## src/rtl/param_control_pkg.sv

```systemverilog
// Shared encodings, limits and parameter-set layout for the front-panel controller.
package param_control_pkg;

  localparam logic [2:0] MODE_AMP    = 3'b000;
  localparam logic [2:0] MODE_MIN    = 3'b001;
  localparam logic [2:0] MODE_MAX    = 3'b010;
  localparam logic [2:0] MODE_FREQ   = 3'b011;
  localparam logic [2:0] MODE_DUTY   = 3'b110;
  localparam logic [2:0] MODE_OFFSET = 3'b111;

  localparam logic [11:0] VMAX   = 12'd4092;
  localparam logic [11:0] STEP_V = 12'd124;

  localparam logic [16:0] FREQ_MIN   = 17'd1;
  localparam logic [16:0] FREQ_MAX   = 17'd8999;
  localparam logic [16:0] FREQ_STEP  = 17'd10;
  localparam logic [16:0] FREQ_RESET = 17'd1000;

  localparam logic [6:0] DUTY_MIN   = 7'd1;
  localparam logic [6:0] DUTY_MAX   = 7'd99;
  localparam logic [6:0] DUTY_RESET = 7'd50;

  typedef struct packed {
    logic [11:0] lo;
    logic [11:0] hi;
    logic [6:0]  duty;
    logic [16:0] freq;
  } params_t;

  localparam params_t PAR_RESET = '{lo: 12'd0, hi: VMAX, duty: DUTY_RESET, freq: FREQ_RESET};

endpackage

```

## src/rtl/param_control_if.sv

```systemverilog
// Front-panel bundle: raw buttons/switches in, registered display-stage outputs back.
interface param_control_if;
  logic        btnUp;
  logic        btnDown;
  logic [2:0]  modeSw;
  logic [1:0]  waveSw;
  logic [2:0]  mode;
  logic [1:0]  waveform;
  logic [11:0] minimum;
  logic [11:0] maximum;
  logic [6:0]  duty;
  logic [16:0] frequency;
  logic        paramChanged;

  modport master (
    output btnUp, btnDown, modeSw, waveSw,
    input  mode, waveform, minimum, maximum, duty, frequency, paramChanged
  );

  modport slave (
    input  btnUp, btnDown, modeSw, waveSw,
    output mode, waveform, minimum, maximum, duty, frequency, paramChanged
  );
endinterface

```

## src/rtl/param_control_button_conditioner.sv

```systemverilog
// One push-button: 2-FF sync, debounce, and IDLE/HOLD/REPEAT auto-repeat producing a one-clock step.
module button_conditioner #(
  parameter int unsigned DEBOUNCE_CYCLES = 1000000,
  parameter int unsigned REPEAT_DELAY    = 50000000,
  parameter int unsigned REPEAT_RATE     = 10000000
) (
  input  logic clk,
  input  logic rst,
  input  logic i_btn,
  input  logic i_restart,
  output logic o_step
);

  localparam int unsigned DW      = $clog2(DEBOUNCE_CYCLES + 1);
  localparam int unsigned RMAX    = (REPEAT_DELAY > REPEAT_RATE) ? REPEAT_DELAY : REPEAT_RATE;
  localparam int unsigned RW      = $clog2(RMAX + 1);
  localparam logic [DW-1:0] DB_LAST  = DW'(DEBOUNCE_CYCLES - 1);
  localparam logic [RW-1:0] DLY_LAST = RW'(REPEAT_DELAY - 1);
  localparam logic [RW-1:0] RPT_LAST = RW'(REPEAT_RATE - 1);

  localparam logic [1:0] ST_IDLE   = 2'd0;
  localparam logic [1:0] ST_HOLD   = 2'd1;
  localparam logic [1:0] ST_REPEAT = 2'd2;

  logic          r_s1, r_s2, r_db;
  logic [DW-1:0] r_db_cnt;
  logic [1:0]    r_vld;
  logic          r_armed;
  logic [1:0]    r_state, w_state_nxt;
  logic [RW-1:0] r_rep_cnt, w_rep_cnt_nxt;
  logic          w_step;

  // r_armed blocks a press held through reset: the button must first be seen released
  // once the synchroniser output is meaningful (r_vld[1]).
  always_ff @(posedge clk or posedge rst) begin
    if (rst) begin
      r_s1     <= 1'b0;
      r_s2     <= 1'b0;
      r_vld    <= '0;
      r_armed  <= 1'b0;
      r_db     <= 1'b0;
      r_db_cnt <= '0;
    end else begin
      r_s1    <= i_btn;
      r_s2    <= r_s1;
      r_vld   <= {r_vld[0], 1'b1};
      r_armed <= r_armed | (r_vld[1] & ~r_s2 & ~r_db);
      if (r_s2 == r_db) begin
        r_db_cnt <= '0;
      end else if (r_db_cnt == DB_LAST) begin
        r_db     <= r_s2;
        r_db_cnt <= '0;
      end else begin
        r_db_cnt <= r_db_cnt + 1'b1;
      end
    end
  end

  always_comb begin
    w_step        = 1'b0;
    w_state_nxt   = r_state;
    w_rep_cnt_nxt = r_rep_cnt + 1'b1;
    if (!r_db) begin
      w_state_nxt   = ST_IDLE;
      w_rep_cnt_nxt = '0;
    end else begin
      case (r_state)
        ST_IDLE: begin
          w_rep_cnt_nxt = '0;
          if (r_armed) begin
            w_step      = 1'b1;
            w_state_nxt = ST_HOLD;
          end
        end
        ST_HOLD: begin
          if (i_restart) begin
            w_rep_cnt_nxt = '0;
          end else if (r_rep_cnt == DLY_LAST) begin
            w_step        = 1'b1;
            w_state_nxt   = ST_REPEAT;
            w_rep_cnt_nxt = '0;
          end
        end
        ST_REPEAT: begin
          if (i_restart) begin
            w_state_nxt   = ST_HOLD;
            w_rep_cnt_nxt = '0;
          end else if (r_rep_cnt == RPT_LAST) begin
            w_step        = 1'b1;
            w_rep_cnt_nxt = '0;
          end
        end
        default: begin
          w_state_nxt   = ST_IDLE;
          w_rep_cnt_nxt = '0;
        end
      endcase
    end
  end

  always_ff @(posedge clk or posedge rst) begin
    if (rst) begin
      r_state   <= ST_IDLE;
      r_rep_cnt <= '0;
    end else begin
      r_state   <= w_state_nxt;
      r_rep_cnt <= w_rep_cnt_nxt;
    end
  end

  assign o_step = w_step;

endmodule

```

## src/rtl/param_control.sv

```systemverilog
// Front-panel controller: switch synchronisers, two button conditioners and clamped parameter registers.
module param_control
  import param_control_pkg::*;
#(
  parameter int unsigned DEBOUNCE_CYCLES = 1000000,
  parameter int unsigned REPEAT_DELAY    = 50000000,
  parameter int unsigned REPEAT_RATE     = 10000000
) (
  input  logic            clk,
  input  logic            reset,
  param_control_if.slave  bus
);

  localparam logic [12:0] S13  = 13'(STEP_V);
  localparam logic [12:0] S2_13 = 13'(2 * STEP_V);
  localparam logic [12:0] V13  = 13'(VMAX);

  logic [2:0]  r_mode_s1, r_mode;
  logic [1:0]  r_wave_s1, r_wave;
  logic        w_up_step, w_dn_step, w_up, w_dn, w_restart;
  params_t     r_par, w_nxt;
  logic        r_pc;
  logic [12:0] w_lo13, w_hi13;
  logic [16:0] w_fup;

  always_ff @(posedge clk or posedge reset) begin
    if (reset) begin
      r_mode_s1 <= '0;
      r_mode    <= '0;
      r_wave_s1 <= '0;
      r_wave    <= '0;
    end else begin
      r_mode_s1 <= bus.modeSw;
      r_mode    <= r_mode_s1;
      r_wave_s1 <= bus.waveSw;
      r_wave    <= r_wave_s1;
    end
  end

  // Restart the repeat timing in the same cycle the new mode becomes visible.
  assign w_restart = (r_mode_s1 != r_mode);

  button_conditioner #(.DEBOUNCE_CYCLES(DEBOUNCE_CYCLES), .REPEAT_DELAY(REPEAT_DELAY),
                       .REPEAT_RATE(REPEAT_RATE))
    u_btn_up (.clk(clk), .rst(reset), .i_btn(bus.btnUp), .i_restart(w_restart), .o_step(w_up_step));

  button_conditioner #(.DEBOUNCE_CYCLES(DEBOUNCE_CYCLES), .REPEAT_DELAY(REPEAT_DELAY),
                       .REPEAT_RATE(REPEAT_RATE))
    u_btn_dn (.clk(clk), .rst(reset), .i_btn(bus.btnDown), .i_restart(w_restart), .o_step(w_dn_step));

  assign w_up   = w_up_step & ~w_dn_step;
  assign w_dn   = w_dn_step & ~w_up_step;
  assign w_lo13 = {1'b0, r_par.lo};
  assign w_hi13 = {1'b0, r_par.hi};
  assign w_fup  = r_par.freq + FREQ_STEP;

  always_comb begin
    w_nxt = r_par;
    case (r_mode)
      MODE_AMP: begin
        if (w_up) begin
          if (w_hi13 + S13 <= V13)  w_nxt.hi = r_par.hi + STEP_V;
          else if (w_lo13 >= S13)   w_nxt.lo = r_par.lo - STEP_V;
        end else if (w_dn && (w_hi13 - w_lo13 >= S2_13)) begin
          w_nxt.hi = r_par.hi - STEP_V;
        end
      end
      MODE_MIN: begin
        if (w_up && (w_lo13 + S2_13 <= w_hi13)) w_nxt.lo = r_par.lo + STEP_V;
        else if (w_dn && (w_lo13 >= S13))       w_nxt.lo = r_par.lo - STEP_V;
      end
      MODE_MAX: begin
        if (w_up && (w_hi13 + S13 <= V13))          w_nxt.hi = r_par.hi + STEP_V;
        else if (w_dn && (w_hi13 >= w_lo13 + S2_13)) w_nxt.hi = r_par.hi - STEP_V;
      end
      MODE_FREQ: begin
        if (w_up)      w_nxt.freq = (w_fup > FREQ_MAX) ? FREQ_MAX : w_fup;
        else if (w_dn) w_nxt.freq = (r_par.freq < FREQ_MIN + FREQ_STEP) ? FREQ_MIN
                                                                         : r_par.freq - FREQ_STEP;
      end
      MODE_DUTY: begin
        if (r_wave == 2'd1) begin
          if (w_up && (r_par.duty < DUTY_MAX))      w_nxt.duty = r_par.duty + 7'd1;
          else if (w_dn && (r_par.duty > DUTY_MIN)) w_nxt.duty = r_par.duty - 7'd1;
        end
      end
      MODE_OFFSET: begin
        if (w_up && (w_hi13 + S13 <= V13)) begin
          w_nxt.lo = r_par.lo + STEP_V;
          w_nxt.hi = r_par.hi + STEP_V;
        end else if (w_dn && (w_lo13 >= S13)) begin
          w_nxt.lo = r_par.lo - STEP_V;
          w_nxt.hi = r_par.hi - STEP_V;
        end
      end
      default: ;
    endcase
  end

  always_ff @(posedge clk or posedge reset) begin
    if (reset) begin
      r_par <= PAR_RESET;
      r_pc  <= 1'b0;
    end else begin
      r_par <= w_nxt;
      r_pc  <= (w_nxt != r_par);
    end
  end

  assign bus.mode         = r_mode;
  assign bus.waveform     = r_wave;
  assign bus.minimum      = r_par.lo;
  assign bus.maximum      = r_par.hi;
  assign bus.duty         = r_par.duty;
  assign bus.frequency    = r_par.freq;
  assign bus.paramChanged = r_pc;

endmodule

```

## src/flat_wrapper.sv

```systemverilog
// flat-port wrapper written by rule: the top's interface ports become plain ports
module param_control_flat import param_control_pkg::*;
#(
  parameter int unsigned DEBOUNCE_CYCLES = 1000000,
  parameter int unsigned REPEAT_DELAY    = 50000000,
  parameter int unsigned REPEAT_RATE     = 10000000
)
  (clk, reset, bus_btnUp, bus_btnDown, bus_modeSw, bus_waveSw, bus_mode, bus_waveform, bus_minimum, bus_maximum, bus_duty, bus_frequency, bus_paramChanged);
  param_control_if bus_i ();
  input  logic clk;
  input  logic reset;
  input wire logic [$bits(bus_i.btnUp)-1:0] bus_btnUp;
  input wire logic [$bits(bus_i.btnDown)-1:0] bus_btnDown;
  input wire logic [$bits(bus_i.modeSw)-1:0] bus_modeSw;
  input wire logic [$bits(bus_i.waveSw)-1:0] bus_waveSw;
  output wire logic [$bits(bus_i.mode)-1:0] bus_mode;
  output wire logic [$bits(bus_i.waveform)-1:0] bus_waveform;
  output wire logic [$bits(bus_i.minimum)-1:0] bus_minimum;
  output wire logic [$bits(bus_i.maximum)-1:0] bus_maximum;
  output wire logic [$bits(bus_i.duty)-1:0] bus_duty;
  output wire logic [$bits(bus_i.frequency)-1:0] bus_frequency;
  output wire logic [$bits(bus_i.paramChanged)-1:0] bus_paramChanged;
  assign bus_i.btnUp = bus_btnUp;
  assign bus_i.btnDown = bus_btnDown;
  assign bus_i.modeSw = bus_modeSw;
  assign bus_i.waveSw = bus_waveSw;
  assign bus_mode = bus_i.mode;
  assign bus_waveform = bus_i.waveform;
  assign bus_minimum = bus_i.minimum;
  assign bus_maximum = bus_i.maximum;
  assign bus_duty = bus_i.duty;
  assign bus_frequency = bus_i.frequency;
  assign bus_paramChanged = bus_i.paramChanged;
  param_control #(.DEBOUNCE_CYCLES(DEBOUNCE_CYCLES), .REPEAT_DELAY(REPEAT_DELAY), .REPEAT_RATE(REPEAT_RATE)) u_core (.clk(clk), .reset(reset), .bus(bus_i));
endmodule
```

## config.mk

```make
export PLATFORM = sky130hd
export DESIGN_NAME = param_control_flat
export DESIGN_NICKNAME = d
export VERILOG_FILES = /design/src/rtl/param_control_pkg.sv /design/src/rtl/param_control_if.sv /design/src/rtl/param_control_button_conditioner.sv /design/src/rtl/param_control.sv /design/src/flat_wrapper.sv
export SDC_FILE = /design/constraint.sdc
export NUM_CORES = 1
export LEC_CHECK = 0
export ABC_AREA = 1
export BUFFER_PORTS_ARGS = -buffer_cell sky130_fd_sc_hd__buf_2
export CORE_UTILIZATION = 61
export CTS_BUF_LIST = sky130_fd_sc_hd__clkbuf_8
export CTS_CLUSTER_SIZE = 12
export DETAILED_ROUTE_END_ITERATION = 16
export PLACE_DENSITY = 0.89
export REMOVE_ABC_BUFFERS = 1
export SYNTH_ARGS = -nofsm -noshare
export SYNTH_HDL_FRONTEND = slang
export SYNTH_HIERARCHICAL = 1
export SYNTH_SLANG_ARGS = --single-unit
```

## constraint.sdc

```tcl
create_clock -name clk -period 7.1 [get_ports clk]
set_clock_uncertainty 0.15 [all_clocks]
set_input_delay 0.355 -clock clk [delete_from_list [all_inputs] [get_ports clk]]
set_output_delay 0.355 -clock clk [all_outputs]
set_load 0.03 [all_outputs]
```

# After elaboration in Yosys (flattened, before gate mapping)
# Cells that the tools add are included.
dict set report classes {
  shifts 0
  div_mod_pow 0
  n_lt_le_gt_ge 9
  muxes 64
  n_reduce_logical 14
  multipliers 0
  n_bitwise 16
  addsub 15
  eq_ne 28
}
# cell count
set op_table {}
lappend op_table {{26-bit 2-to-1 mux} 10}
lappend op_table {{12-bit 2-to-1 mux} 10}
lappend op_table {{26-bit case mux with 2 select lines} 2}
lappend op_table {{17-bit 2-to-1 mux} 5}
lappend op_table {{20-bit 2-to-1 mux} 4}
lappend op_table {{12-bit case mux with 3 select lines} 2}
lappend op_table {{26-bit by 1-bit adder with 26-bit output, second input constant} 2}
lappend op_table {{26-bit by 24-bit equality test with 1-bit output, second input constant} 2}
lappend op_table {{26-bit equality test, second input constant} 2}
lappend op_table {{24-bit 2-to-1 mux} 2}
lappend op_table {{48-bit inequality test} 1}
lappend op_table {{20-bit by 1-bit adder with 20-bit output, second input constant} 2}
lappend op_table {{20-bit equality test, second input constant} 2}
lappend op_table {{7-bit 2-to-1 mux} 4}
lappend op_table {{12-bit by 7-bit adder with 12-bit output, second input constant} 2}
lappend op_table {{3-bit inequality test, second input constant} 8}
lappend op_table {{12-bit by 7-bit subtractor with 12-bit output, second input constant} 2}
lappend op_table {{2-bit 2-to-1 mux} 9}
lappend op_table {{17-bit by 4-bit adder with 17-bit output, second input constant} 1}
lappend op_table {{17-bit by 14-bit > comparator with 1-bit output, second input constant} 1}
lappend op_table {{17-bit by 4-bit < comparator with 1-bit output, second input constant} 1}
lappend op_table {{17-bit by 4-bit subtractor with 17-bit output, second input constant} 1}
lappend op_table {{12-bit by 7-bit adder with 13-bit output, second input constant} 1}
lappend op_table {{12-bit by 8-bit adder with 13-bit output, second input constant} 1}
lappend op_table {{28 further kinds} 69}
dict set report word_totals {
  memories 0
  output_inout_bits 54
  elab_cells 171
  mem_bits_ro 0
  ramBits 0
  ff_bits 167
  latch_bits 0
}

# Longest topological paths before layout
# Gate-level depths: netlist (run 1).
dict set report depth {
  depth_word 13
  ltp_mapped 28
  depth_no_buf 28
}

# Cells and area by module
# Netlist (run 1), hierarchy kept.
# mod area_each_um2 cells_per_inst seq_area_each_um2 n_inst
set by_module_without_submodules {}
lappend by_module_without_submodules {param_control 6721.4 1075 1400.1 1}
lappend by_module_without_submodules {button_conditioner 3153.0 422 1351.3 2}

# Worst setup path after synthesis (run 1)
# Ideal clock, no wire load.
dict set report synth_path {
  path_type {register to register}
  start {register u_core.r_par (netlist bit u_core/bus.minimum[3])}
  end {register u_core.r_pc (netlist: u_core/bus.paramChanged)}
  stages_incl_launch_ff 23
  arrival_ns 3.083
  setup_ns 0.121
  path_slack_ns 3.746
  n_path_buf 1
  cell_sequence {dfrtp_1 > inv_1 > ha_1 > a31oi_1 > nand2_1 > xor2_1 > inv_1 > ha_1 > nand3b_1 > nand2_1 > nor2_1 > nand3_2 > nand2_2 > buf_2 > nand2_1 > nand3_1 > nand3_1 > nand2_1 > inv_2 > nand4_1 > nand2_1 > nor3_1 > nand2_1}
}
dict set report synth_via {
  elab_chain_len 7
  elab_cells_between_ends 26
  cone_classes {add/sub (4); order compare (4); eq/ne (1); mux (13); reduce/logical (4)}
}
# element line
set synth_rtl {}
lappend synth_rtl {{from (decl)} param_control.sv:21} ;# params_t r_par, w_nxt;
lappend synth_rtl {{from (signal assigned)} param_control.sv:105} ;# r_par <= w_nxt;
lappend synth_rtl {{12-bit by 8-bit adder with 13-bit output / 12-bit by 12-bit subtractor with 13-bit output (equally long branches)} {param_control.sv:69, param_control.sv:74, param_control.sv:64}}
lappend synth_rtl {{12-bit by 13-bit greater-or-equal comparator with 1-bit output / 13-bit by 8-bit greater-or-equal comparator with 1-bit output (equally long branches)} {param_control.sv:74, param_control.sv:64}}
lappend synth_rtl {{1-bit logical AND, on equally long branches} {param_control.sv:74, param_control.sv:64}}
lappend synth_rtl {{12-bit 2-to-1 mux, on equally long branches} {param_control.sv:74, param_control.sv:64}}
lappend synth_rtl {{12-bit 2-to-1 mux, on equally long branches} {param_control.sv:73, param_control.sv:61}}
lappend synth_rtl {{12-bit case mux with 3 select lines} param_control.sv:59} ;# case (r_mode)
lappend synth_rtl {{48-bit inequality test (*)} param_control.sv:106} ;# r_pc <= (w_nxt != r_par);
lappend synth_rtl {{to (signal assigned)} param_control.sv:106}
lappend synth_rtl {{to (decl)} param_control.sv:22} ;# logic r_pc;
# Every way passes the cells marked *; elsewhere a longest branch is shown, timed or not.
# A chain may end at the register's enable or synchronous reset.

# Final worst setup path (run 1)
dict set report layout_path {
  start {register u_core.r_mode[2] (netlist: u_core/bus.mode[2])}
  end {register u_core.r_pc (netlist: u_core/bus.paramChanged)}
}
dict set report layout_via {
  elab_chain_len 12
  elab_cells_between_ends 45
  cone_classes {eq/ne (7); mux (26); bitwise (4); reduce/logical (8)}
}
# element line
set layout_rtl {}
lappend layout_rtl {{from (decl)} param_control.sv:18} ;# logic [2:0] r_mode_s1, r_mode;
lappend layout_rtl {{from (signal assigned)} param_control.sv:34} ;# r_mode <= r_mode_s1;
lappend layout_rtl {{3-bit inequality test (*)} param_control.sv:41} ;# assign w_restart = (r_mode_s1 != r_mode);
lappend layout_rtl {{net u_core.w_restart} param_control.sv:20} ;# logic w_up_step, w_dn_step, w_up, w_dn, w_restart;
lappend layout_rtl {{1-bit 2-to-1 mux, on equally long branches} {param_control_button_conditioner.sv:85, param_control_button_conditioner.sv:76}}
lappend layout_rtl {{1-bit case mux with 3 select lines (*)} param_control_button_conditioner.sv:67} ;# case (r_state)
lappend layout_rtl {{1-bit 2-to-1 mux (*)} param_control_button_conditioner.sv:63} ;# if (!r_db) begin
lappend layout_rtl {{net u_core.w_up_step} param_control.sv:20}
lappend layout_rtl {{1-bit inverter} param_control.sv:52} ;# assign w_dn = w_dn_step & ~w_up_step;
lappend layout_rtl {{1-bit bitwise AND} param_control.sv:52}
lappend layout_rtl {{1-bit logical AND} param_control.sv:84} ;# else if (w_dn && (r_par.duty > DUTY_MIN)) w_nxt.duty = r_par.duty - 7'd1;
lappend layout_rtl {{7-bit 2-to-1 mux} param_control.sv:84}
lappend layout_rtl {{7-bit 2-to-1 mux} param_control.sv:83} ;# if (w_up && (r_par.duty < DUTY_MAX)) w_nxt.duty = r_par.duty + 7'd1;
lappend layout_rtl {{7-bit 2-to-1 mux} param_control.sv:82} ;# if (r_wave == 2'd1) begin
lappend layout_rtl {{7-bit 2-to-1 mux} param_control.sv:59}
lappend layout_rtl {{48-bit inequality test (*)} param_control.sv:106}
# Mark *: on every way through the listed nets, which the timed path passes. The rest lies on a longest branch.

==> metrics.txt, run 1 <==
# TYPE chip_impl_metric gauge
chip_impl_info{name="run_status",value="finished with violations"} 1
chip_impl_info{name="violations",value="negative hold slack"} 1
chip_impl_metric{name="finalPower",unit="mW"} 2.20
chip_impl_metric{name="synth.yosys.seq_area_share",unit="%"} 31.5
chip_impl_metric{name="comb_power_share",unit="%"} 23.8
chip_impl_metric{name="area_growth",unit="%"} 6.15
chip_impl_info{name="synth_top_area_cells",value="sky130_fd_sc_hd__dfrtp_1, sky130_fd_sc_hd__nand2_1, sky130_fd_sc_hd__nor2_1"} 1
chip_impl_metric{name="timing.final.hold_violations",unit=""} 3
chip_impl_metric{name="p_clk_share",unit="%"} 28.8
chip_impl_metric{name="synth-edff-count",unit=""} 0
chip_impl_metric{name="power_density",unit="nW/um^2"} 159
chip_impl_metric{name="setup-violations-final",unit=""} 0
chip_impl_info{name="start_kind",value="register"} 1
chip_impl_metric{name="drive_above_1_share",unit="%"} 11.0
chip_impl_metric{name="p_leak",unit="nW"} 6.31
chip_impl_metric{name="clock_tree.buffer_depth",unit=""} 2
chip_impl_metric{name="m1WireLength",unit="um"} 13500
chip_impl_metric{name="worst-endpoint-required",unit="ps"} 7310
chip_impl_metric{name="slew_violations",unit=""} 0
chip_impl_metric{name="route.detailed.drc",unit=""} 0
chip_impl_info{name="route.top_layer_used",value="met4"} 1
chip_impl_metric{name="area_of_the_multi_input_gates",unit="um^2"} 7760
chip_impl_metric{name="synth-async-reset-ratio",unit="%"} 100
chip_impl_metric{name="avgSynthCellArea",unit="um^2"} 6.79
chip_impl_metric{name="dp.final_hpwl",unit="um"} 23100
chip_impl_metric{name="core_region_area",unit="um^2"} 21000
chip_impl_metric{name="design.die.area",unit="um^2"} 21900
chip_impl_metric{name="achievable-frequency",unit="GHz"} 0.224
chip_impl_info{name="final_common_cell",value="sky130_fd_sc_hd__nand2_1"} 1
chip_impl_metric{name="path_max_fanout",unit=""} 21
chip_impl_metric{name="route.met2.wl",unit="um"} 15100
chip_impl_metric{name="grt.total_usage",unit="%"} 29.5
chip_impl_metric{name="internal_power",unit="mW"} 1.38
chip_impl_metric{name="synthesis.area",unit="um^2"} 13000
chip_impl_metric{name="worst_skew_pair.late_latency",unit="ps"} 480
chip_impl_metric{name="port_buffers",unit=""} 58
chip_impl_metric{name="critical_path_arrival",unit="ps"} 4670
chip_impl_metric{name="cts.htree.levels",unit=""} 4
chip_impl_info{name="clock_tree.root_cell",value="sky130_fd_sc_hd__clkbuf_8"} 1
chip_impl_metric{name="minimum_hold_slack",unit="ps"} -4.01
chip_impl_info{name="crit_slowest_cell",value="sky130_fd_sc_hd__nor2_1"} 1
chip_impl_info{name="unrepaired_setup_endpoints_after_global_routing",value="no"} 1
chip_impl_metric{name="irDropWorstVdd",unit="mV"} 0.157
chip_impl_metric{name="final.period_utilization",unit="%"} 62.8
chip_impl_info{name="tritoncts",value="done"} 1
chip_impl_info{name="crit_top_cell",value="sky130_fd_sc_hd__nand2_1"} 1
chip_impl_metric{name="cts_hold_repair.buffers",unit=""} 7
chip_impl_info{name="top_library_cells_by_usage_in_the_layout_fill_and_taps_aside",value="sky130_fd_sc_hd__nand2_1, sky130_fd_sc_hd__nor2_1, sky130_fd_sc_hd__inv_1"} 1
chip_impl_metric{name="grt_antenna_before_repair",unit=""} 0
chip_impl_metric{name="detail_route.iter0.violations",unit=""} 1156
chip_impl_metric{name="diode_insertion_count_for_antenna_repair",unit=""} 0
chip_impl_metric{name="finish.instance_area",unit="um^2"} 13800
chip_impl_metric{name="detailroute.wirelength.met3",unit="um"} 1930
chip_impl_metric{name="p_sw_share",unit="%"} 37.4
chip_impl_info{name="critical_path.cell_chain",value="xnor2_1 -> nand3_1 -> nor2_1 -> nand4_1 -> nand3_1 -> nand2_1 -> inv_1 -> inv_1 -> nor2_1 -> inv_1 -> nand2_1 -> inv_2 -> a21oi_1 -> nand2_1 -> nand3_1 -> nand2_1 -> nor2_1 -> nand2_1 -> nor2_1 -> nand2_1 -> nor2_1 -> nand2_1"} 1
chip_impl_metric{name="sequential_cell_area",unit="um^2"} 4100
chip_impl_metric{name="ioPinCount",unit=""} 63
chip_impl_metric{name="numClockSinks",unit=""} 163
chip_impl_metric{name="pwr-share-seq",unit="%"} 47.4
chip_impl_metric{name="layout_min_cycle_time",unit="ps"} 4460
chip_impl_metric{name="switching_power_summed_over_all_nets",unit="mW"} 0.824
chip_impl_info{name="worstHoldPathType",value="in -> async"} 1
chip_impl_metric{name="synth.lib_cells_used.distinct",unit=""} 50
chip_impl_metric{name="die_h",unit="um"} 148
chip_impl_metric{name="row_count",unit=""} 53
chip_impl_metric{name="dr_total_vias",unit=""} 12800
chip_impl_metric{name="post_synth_inst_count",unit=""} 1919
chip_impl_metric{name="yosysWarnings",unit=""} 6
chip_impl_metric{name="worst-path-buf-inv",unit=""} 4
chip_impl_metric{name="initial_core_util",unit="%"} 62.2
chip_impl_metric{name="antenna_left",unit=""} 0
chip_impl_metric{name="final_core_utilization",unit="%"} 66.0
chip_impl_metric{name="worst_path_largest_cell_delay",unit="ps"} 730
chip_impl_info{name="timing.setup.critical_path_class",value="reg -> reg"} 1
chip_impl_metric{name="first_pass_grt_wire_length",unit="um"} 53400
chip_impl_metric{name="detail_route.wl_per_cell",unit="um"} 14.0
chip_impl_metric{name="place_area",unit="um^2"} 13400
chip_impl_metric{name="drv_cap",unit=""} 0
chip_impl_metric{name="design.final.nets",unit=""} 2017
chip_impl_metric{name="worstMarginPinSlew",unit="ps"} 1130
chip_impl_info{name="synthDominantAreaCellType",value="sky130_fd_sc_hd__dfrtp_1"} 1
chip_impl_info{name="cpLargestDelayFamily",value="simple AND/OR/NAND/NOR gates"} 1
chip_impl_metric{name="routed_wl",unit="um"} 31400
chip_impl_metric{name="cts_buffers",unit=""} 17
chip_impl_metric{name="setup_total_negative_slack",unit="ps"} 0
chip_impl_metric{name="maxSlewHeadroom",unit="%"} 24.7
chip_impl_metric{name="post_drt_via_cell_ratio",unit=""} 5.69
chip_impl_info{name="end_kind",value="register"} 1
chip_impl_metric{name="maximum_number_of_pins_on_one_net_before_global_route_repair",unit=""} 56
chip_impl_metric{name="post_cts_buffers",unit=""} 0
chip_impl_metric{name="grt-ovfl-total",unit=""} 0
chip_impl_metric{name="cts_resized",unit=""} 0
chip_impl_metric{name="fillCellCount",unit=""} 1831
chip_impl_metric{name="place_congestion",unit=""} 0.963
chip_impl_metric{name="yosys.area.top_type_share",unit="%"} 27.7
chip_impl_metric{name="synth_seq_cells",unit=""} 163
chip_impl_metric{name="die_w",unit="um"} 148
chip_impl_metric{name="detail_route.first_pass.iterations",unit=""} 8
chip_impl_info{name="ys_dominant_reg_cell",value="sky130_fd_sc_hd__dfrtp_1"} 1
chip_impl_metric{name="via_count_of_the_first_global_routing_pass",unit=""} 11900
chip_impl_metric{name="cts.clk_slew.worst_paths",unit="ps"} 110
## flip-flops by register name, summed over array words and instances, names as in the netlist, 3 cells and up
name and flops:
u_core/u_btn_up/r_rep_cnt 26, u_core/r_mode_s1 3, u_core/u_btn_dn/r_db_cnt 20, u_core/bus.frequency 17, u_core/bus.duty 7, u_core/u_btn_dn/r_rep_cnt 26, u_core/bus.minimum 10, u_core/bus.mode 3
u_core/u_btn_up/r_db_cnt 20, u_core/bus.maximum 10
## through the flow
step           setup slack [ps]  instances
2_1_floorplan              3540       1874
3_3_place_gp               2920       2209
3_5_place_dp               2750       2209
4_1_cts                    2740       2248
5_1_grt                    2210       2248
6_report                   2640       2248
## routing by layer
layer  vias to the layer above  GRT usage (%)
met5                         -              0
met4                         0           10.8
li1                       6280              -
met3                        82           4.57
met2                       485           49.9
met1                      5950           38.0
## cell families (layout without fill, tap and decap cells)
logic type | after synthesis | in the layout | synth area share [%]
xor+xnor | 107 | 107 | 7.19
simple gates | 1085 | 1085 | 37.9
fa+ha+maj | 48 | 48 | 4.67
flops | 163 | 163 | 31.5
compound gates | 229 | 229 | 9.65
buf+inv | 284 | 335 | 9.03
other cells | 3 | 6 | 0.0864
## worst paths after layout
path	startpoint	end	cells after the start	slack [ps]
setup / recovery	u_core/bus.mode[2]	u_core/bus.paramChanged	22	2640
hold / removal	reset	u_core/r_wave_s1[1]	3	-4
setup reg to reg	u_core/bus.mode[2]	u_core/bus.paramChanged	22	2640
hold reg to reg	u_core/u_btn_dn/r_vld[0]	u_core/u_btn_dn/r_vld[1]	0	210
max in group asynchronous	reset	u_core/u_btn_dn/r_rep_cnt[13]	2	6090
min in group clk	u_core/u_btn_dn/r_vld[0]	u_core/u_btn_dn/r_vld[1]	0	210
## area by class of cell
type	count	share of cell area, %
repair buffers	67	2.71
inverters	236	6.41
clock inverters	15	0.914
well taps	275	2.49
flip-flops and latches	163	29.7
clock buffers	17	1.69
multi-input cells	1475	56.1
## power groups by stage
stage	Sequential, mW	Clock [mW]	Combinational, mW
final	1.04	0.635	0.523
after global placement	1.06	0	0.495
after floorplan	1.09	0	0.338
after detailed placement	1.06	0	0.511
after CTS	1.04	0.651	0.516
after global routing	1.05	0.689	0.584
## Yosys cell counts, types with 2 or more instances
cell type	number
sky130_fd_sc_hd__a31oi_1	10
sky130_fd_sc_hd__dfstp_2	19
sky130_fd_sc_hd__nand2_2	33
sky130_fd_sc_hd__o22ai_1	10
sky130_fd_sc_hd__clkinv_1	2
sky130_fd_sc_hd__nand3_2	10
sky130_fd_sc_hd__a22oi_1	7
sky130_fd_sc_hd__nand2_4	6
sky130_fd_sc_hd__buf_6	6
sky130_fd_sc_hd__nor3_2	6
sky130_fd_sc_hd__nor2_1	301
sky130_fd_sc_hd__clkbuf_2	3
sky130_fd_sc_hd__o211ai_1	11
sky130_fd_sc_hd__o221ai_1	4
sky130_fd_sc_hd__ha_1	47
sky130_fd_sc_hd__buf_4	11
sky130_fd_sc_hd__nand3_4	2
sky130_fd_sc_hd__nor3_1	34
sky130_fd_sc_hd__dfrtp_1	144
sky130_fd_sc_hd__clkbuf_1	14
sky130_fd_sc_hd__or2_2	3
sky130_fd_sc_hd__a21oi_1	84
sky130_fd_sc_hd__xnor2_1	20
sky130_fd_sc_hd__inv_2	10
sky130_fd_sc_hd__nor4_1	8
sky130_fd_sc_hd__a21o_1	2
sky130_fd_sc_hd__nor2_4	12
sky130_fd_sc_hd__o21ai_0	91
sky130_fd_sc_hd__nor3_4	2
sky130_fd_sc_hd__nand2_1	423
sky130_fd_sc_hd__buf_2	13
sky130_fd_sc_hd__xor2_1	87
sky130_fd_sc_hd__o21ai_1	3
sky130_fd_sc_hd__nand3_1	163
sky130_fd_sc_hd__nand3b_1	4
sky130_fd_sc_hd__nand4_1	55
sky130_fd_sc_hd__nor2_2	19
sky130_fd_sc_hd__o21a_1	3
sky130_fd_sc_hd__inv_1	224
sky130_fd_sc_hd__conb_1	3
## tightest hold or removal path, cell delays in order
cell and delay, ps:
sky130_fd_sc_hd__buf_2 130, sky130_fd_sc_hd__inv_2 50, sky130_fd_sc_hd__buf_4 590
No activity file was read; power rests on OpenSTA's default activity.
==> run 2: changes to the inputs <==
Clock period 7.1 ns to 4.5 ns, I/O delays scaled along.
==> metrics.txt, run 2 (synthesized netlist as in run 1, its figures left out) <==
# TYPE chip_impl_metric gauge
chip_impl_info{name="final_common_cell",value="sky130_fd_sc_hd__nand2_1"} 1
chip_impl_metric{name="layout_min_cycle_time",unit="ps"} 4080
chip_impl_info{name="clock_tree.root_cell",value="sky130_fd_sc_hd__clkbuf_8"} 1
chip_impl_metric{name="worst-endpoint-required",unit="ps"} 4680
chip_impl_metric{name="finalPower",unit="mW"} 3.44
chip_impl_info{name="worst_hold_startpoint",value="u_core/r_wave_s1[1]"} 1
chip_impl_info{name="hold_path_end",value="u_core/bus.waveform[1]"} 1
chip_impl_metric{name="reg2reg_depth",unit=""} 17
chip_impl_metric{name="area_growth",unit="%"} 6.42
chip_impl_metric{name="cts_buffers",unit=""} 17
chip_impl_metric{name="cts.htree.levels",unit=""} 4
chip_impl_info{name="top_library_cells_by_usage_in_the_layout_fill_and_taps_aside",value="sky130_fd_sc_hd__nand2_1, sky130_fd_sc_hd__nor2_1, sky130_fd_sc_hd__inv_1"} 1
chip_impl_metric{name="setup-violations-final",unit=""} 0
chip_impl_metric{name="path_max_fanout",unit=""} 13
chip_impl_metric{name="worstMarginPinSlew",unit="ps"} 1090
chip_impl_metric{name="grt.total_usage",unit="%"} 29.3
chip_impl_metric{name="ioPinCount",unit=""} 63
chip_impl_metric{name="irDropWorstVdd",unit="mV"} 0.190
chip_impl_info{name="tritoncts",value="done"} 1
chip_impl_info{name="start_kind",value="register"} 1
chip_impl_metric{name="power_density",unit="nW/um^2"} 248
chip_impl_metric{name="die_h",unit="um"} 148
chip_impl_metric{name="fillCellCount",unit=""} 1834
chip_impl_metric{name="setup_total_negative_slack",unit="ps"} 0
chip_impl_metric{name="dp.final_hpwl",unit="um"} 23300
chip_impl_metric{name="port_buffers",unit=""} 58
chip_impl_metric{name="worst_skew_pair.late_latency",unit="ps"} 460
chip_impl_metric{name="r2r_setup_slack",unit="ps"} 420
chip_impl_metric{name="maxSlewHeadroom",unit="%"} 27.1
chip_impl_metric{name="p_leak",unit="nW"} 6.33
chip_impl_metric{name="timing.final.hold_violations",unit=""} 0
chip_impl_metric{name="grt_antenna_before_repair",unit=""} 1
chip_impl_metric{name="die_w",unit="um"} 148
chip_impl_metric{name="route.detailed.drc",unit=""} 0
chip_impl_info{name="worstHoldPathType",value="reg -> reg"} 1
chip_impl_metric{name="via_count_of_the_first_global_routing_pass",unit=""} 11700
chip_impl_metric{name="drv_cap",unit=""} 0
chip_impl_metric{name="slew_violations",unit=""} 0
chip_impl_metric{name="initial_core_util",unit="%"} 62.2
chip_impl_metric{name="critical_path_arrival",unit="ps"} 4260
chip_impl_metric{name="row_count",unit=""} 53
chip_impl_metric{name="min_path_cells",unit=""} 0
chip_impl_metric{name="place_congestion",unit=""} 0.968
chip_impl_metric{name="final.period_utilization",unit="%"} 90.7
chip_impl_metric{name="detail_route.first_pass.iterations",unit=""} 6
chip_impl_info{name="run_status",value="finished, final reports clean"} 1
chip_impl_info{name="timing.rr.start",value="u_core/bus.minimum[3]"} 1
chip_impl_metric{name="grt-ovfl-total",unit=""} 0
chip_impl_metric{name="design.final.nets",unit=""} 2023
chip_impl_metric{name="maximum_number_of_pins_on_one_net_before_global_route_repair",unit=""} 56
chip_impl_metric{name="core_region_area",unit="um^2"} 21000
chip_impl_info{name="biggestRegsByFlops",value="u_core/u_btn_dn/r_rep_cnt x26, u_core/u_btn_up/r_rep_cnt x26"} 1
chip_impl_metric{name="clock_tree.buffer_depth",unit=""} 2
chip_impl_metric{name="first_pass_grt_wire_length",unit="um"} 53100
chip_impl_info{name="worst_r2r_end",value="u_core/bus.minimum[5]"} 1
chip_impl_metric{name="post_cts_buffers",unit=""} 0
chip_impl_info{name="unrepaired_setup_endpoints_after_global_routing",value="no"} 1
chip_impl_info{name="end_kind",value="register"} 1
chip_impl_metric{name="antenna_left",unit=""} 0
chip_impl_metric{name="dr_total_vias",unit=""} 12800
chip_impl_metric{name="achievable-frequency",unit="GHz"} 0.245
chip_impl_info{name="timing.setup.critical_path_class",value="reg -> reg"} 1
chip_impl_info{name="worst_setup_path_startpoint",value="u_core/bus.minimum[3]"} 1
chip_impl_metric{name="design.die.area",unit="um^2"} 21900
chip_impl_metric{name="detail_route.wl_per_cell",unit="um"} 14.1
chip_impl_metric{name="cts.clk_slew.worst_paths",unit="ps"} 90
chip_impl_metric{name="detail_route.iter0.violations",unit=""} 1213
chip_impl_metric{name="routed_wl",unit="um"} 31700
chip_impl_metric{name="post_drt_via_cell_ratio",unit=""} 5.67
chip_impl_metric{name="drive_above_1_share",unit="%"} 11.2
chip_impl_metric{name="numClockSinks",unit=""} 163
[run 2: cell count changes in the layout (fill, tap and decap cells not counted), sizes merged]
cell / change
clkinvlp: +2
dlygate4sd3: +1
diode: +1
buf: +5
inv: -2
[run 2: critical path, stage by stage, from the launching register on]
cell	delay [ps]
sky130_fd_sc_hd__dfrtp_1	520
sky130_fd_sc_hd__inv_1	230
sky130_fd_sc_hd__ha_1	290
sky130_fd_sc_hd__a31oi_1	300
sky130_fd_sc_hd__nand2_1	120
sky130_fd_sc_hd__xor2_1	190
sky130_fd_sc_hd__inv_1	70
sky130_fd_sc_hd__ha_1	310
sky130_fd_sc_hd__nand3b_1	100
sky130_fd_sc_hd__nand2_1	50
sky130_fd_sc_hd__nor2_1	120
sky130_fd_sc_hd__nand3_2	140
sky130_fd_sc_hd__nand2_1	370
sky130_fd_sc_hd__inv_1	240
sky130_fd_sc_hd__o21ai_0	280
sky130_fd_sc_hd__a21oi_1	70
sky130_fd_sc_hd__nor4_1	320
sky130_fd_sc_hd__a21oi_1	70
[run 2: worst max-delay path by stage]
stage / endpoint / depth (start not counted)
floorplan: u_core/bus.paramChanged / 24
finish: u_core/bus.minimum[5] / 17
CTS: u_core/bus.minimum[5] / 17
detailed placement: u_core/bus.minimum[5] / 17
global route: u_core/bus.minimum[6] / 17
global placement: u_core/bus.minimum[8] / 17
[run 2: power by group]
part | switching (mW) | internal [mW] | total, mW
Sequential | 0.117 | 1.52 | 1.64
Combinational | 0.582 | 0.259 | 0.841
Clock | 0.573 | 0.385 | 0.958
[run 2: what timing repair did]
item,CTS,global route
gates resized for setup,0,0
hold buffers,8,0
endpoints found under the hold margin,151,0
[run 2: per-stage QoR]
step / cells / instance area, um^2 / hold WS, ps / utilization [%] / setup slack, ps
3_5_place_dp: 2214 / 13400 / 184 / 64.1 / 542
5_1_grt: 2255 / 13900 / 212 / 66.2 / 225
6_report: 2255 / 13900 / 203 / 66.2 / 419
3_3_place_gp: 2214 / 13400 / 181 / 64.1 / 780
2_1_floorplan: 1874 / 12700 / 106 / - / 938
4_1_cts: 2254 / 13900 / 206 / 66.1 / 518
[run 2: metal layers]
metal  vias to the layer above  share of wire (%)  global-route usage, %
li1                       6293                  -                      -
met1                      5933                 43                   37.9
met3                        88                6.1                   4.05
met4                         0                3.0                   12.4
met2                       466                 48                   49.2
met5                         -                  0                      0
[run 2: layout make-up]
type                            instances  area [um^2]  share of cell area [%]
Multi-Input combinational cell       1475         7760                    56.0
Sequential cell                       163         4100                    29.6
Inverter                              236          886                    6.39
Timing Repair Buffer                   73          423                    3.05
Tap cell                              275          344                    2.48
Clock buffer                           17          234                    1.69
Clock inverter                         15          111                   0.803
Antenna cell                            1         2.50                  0.0181
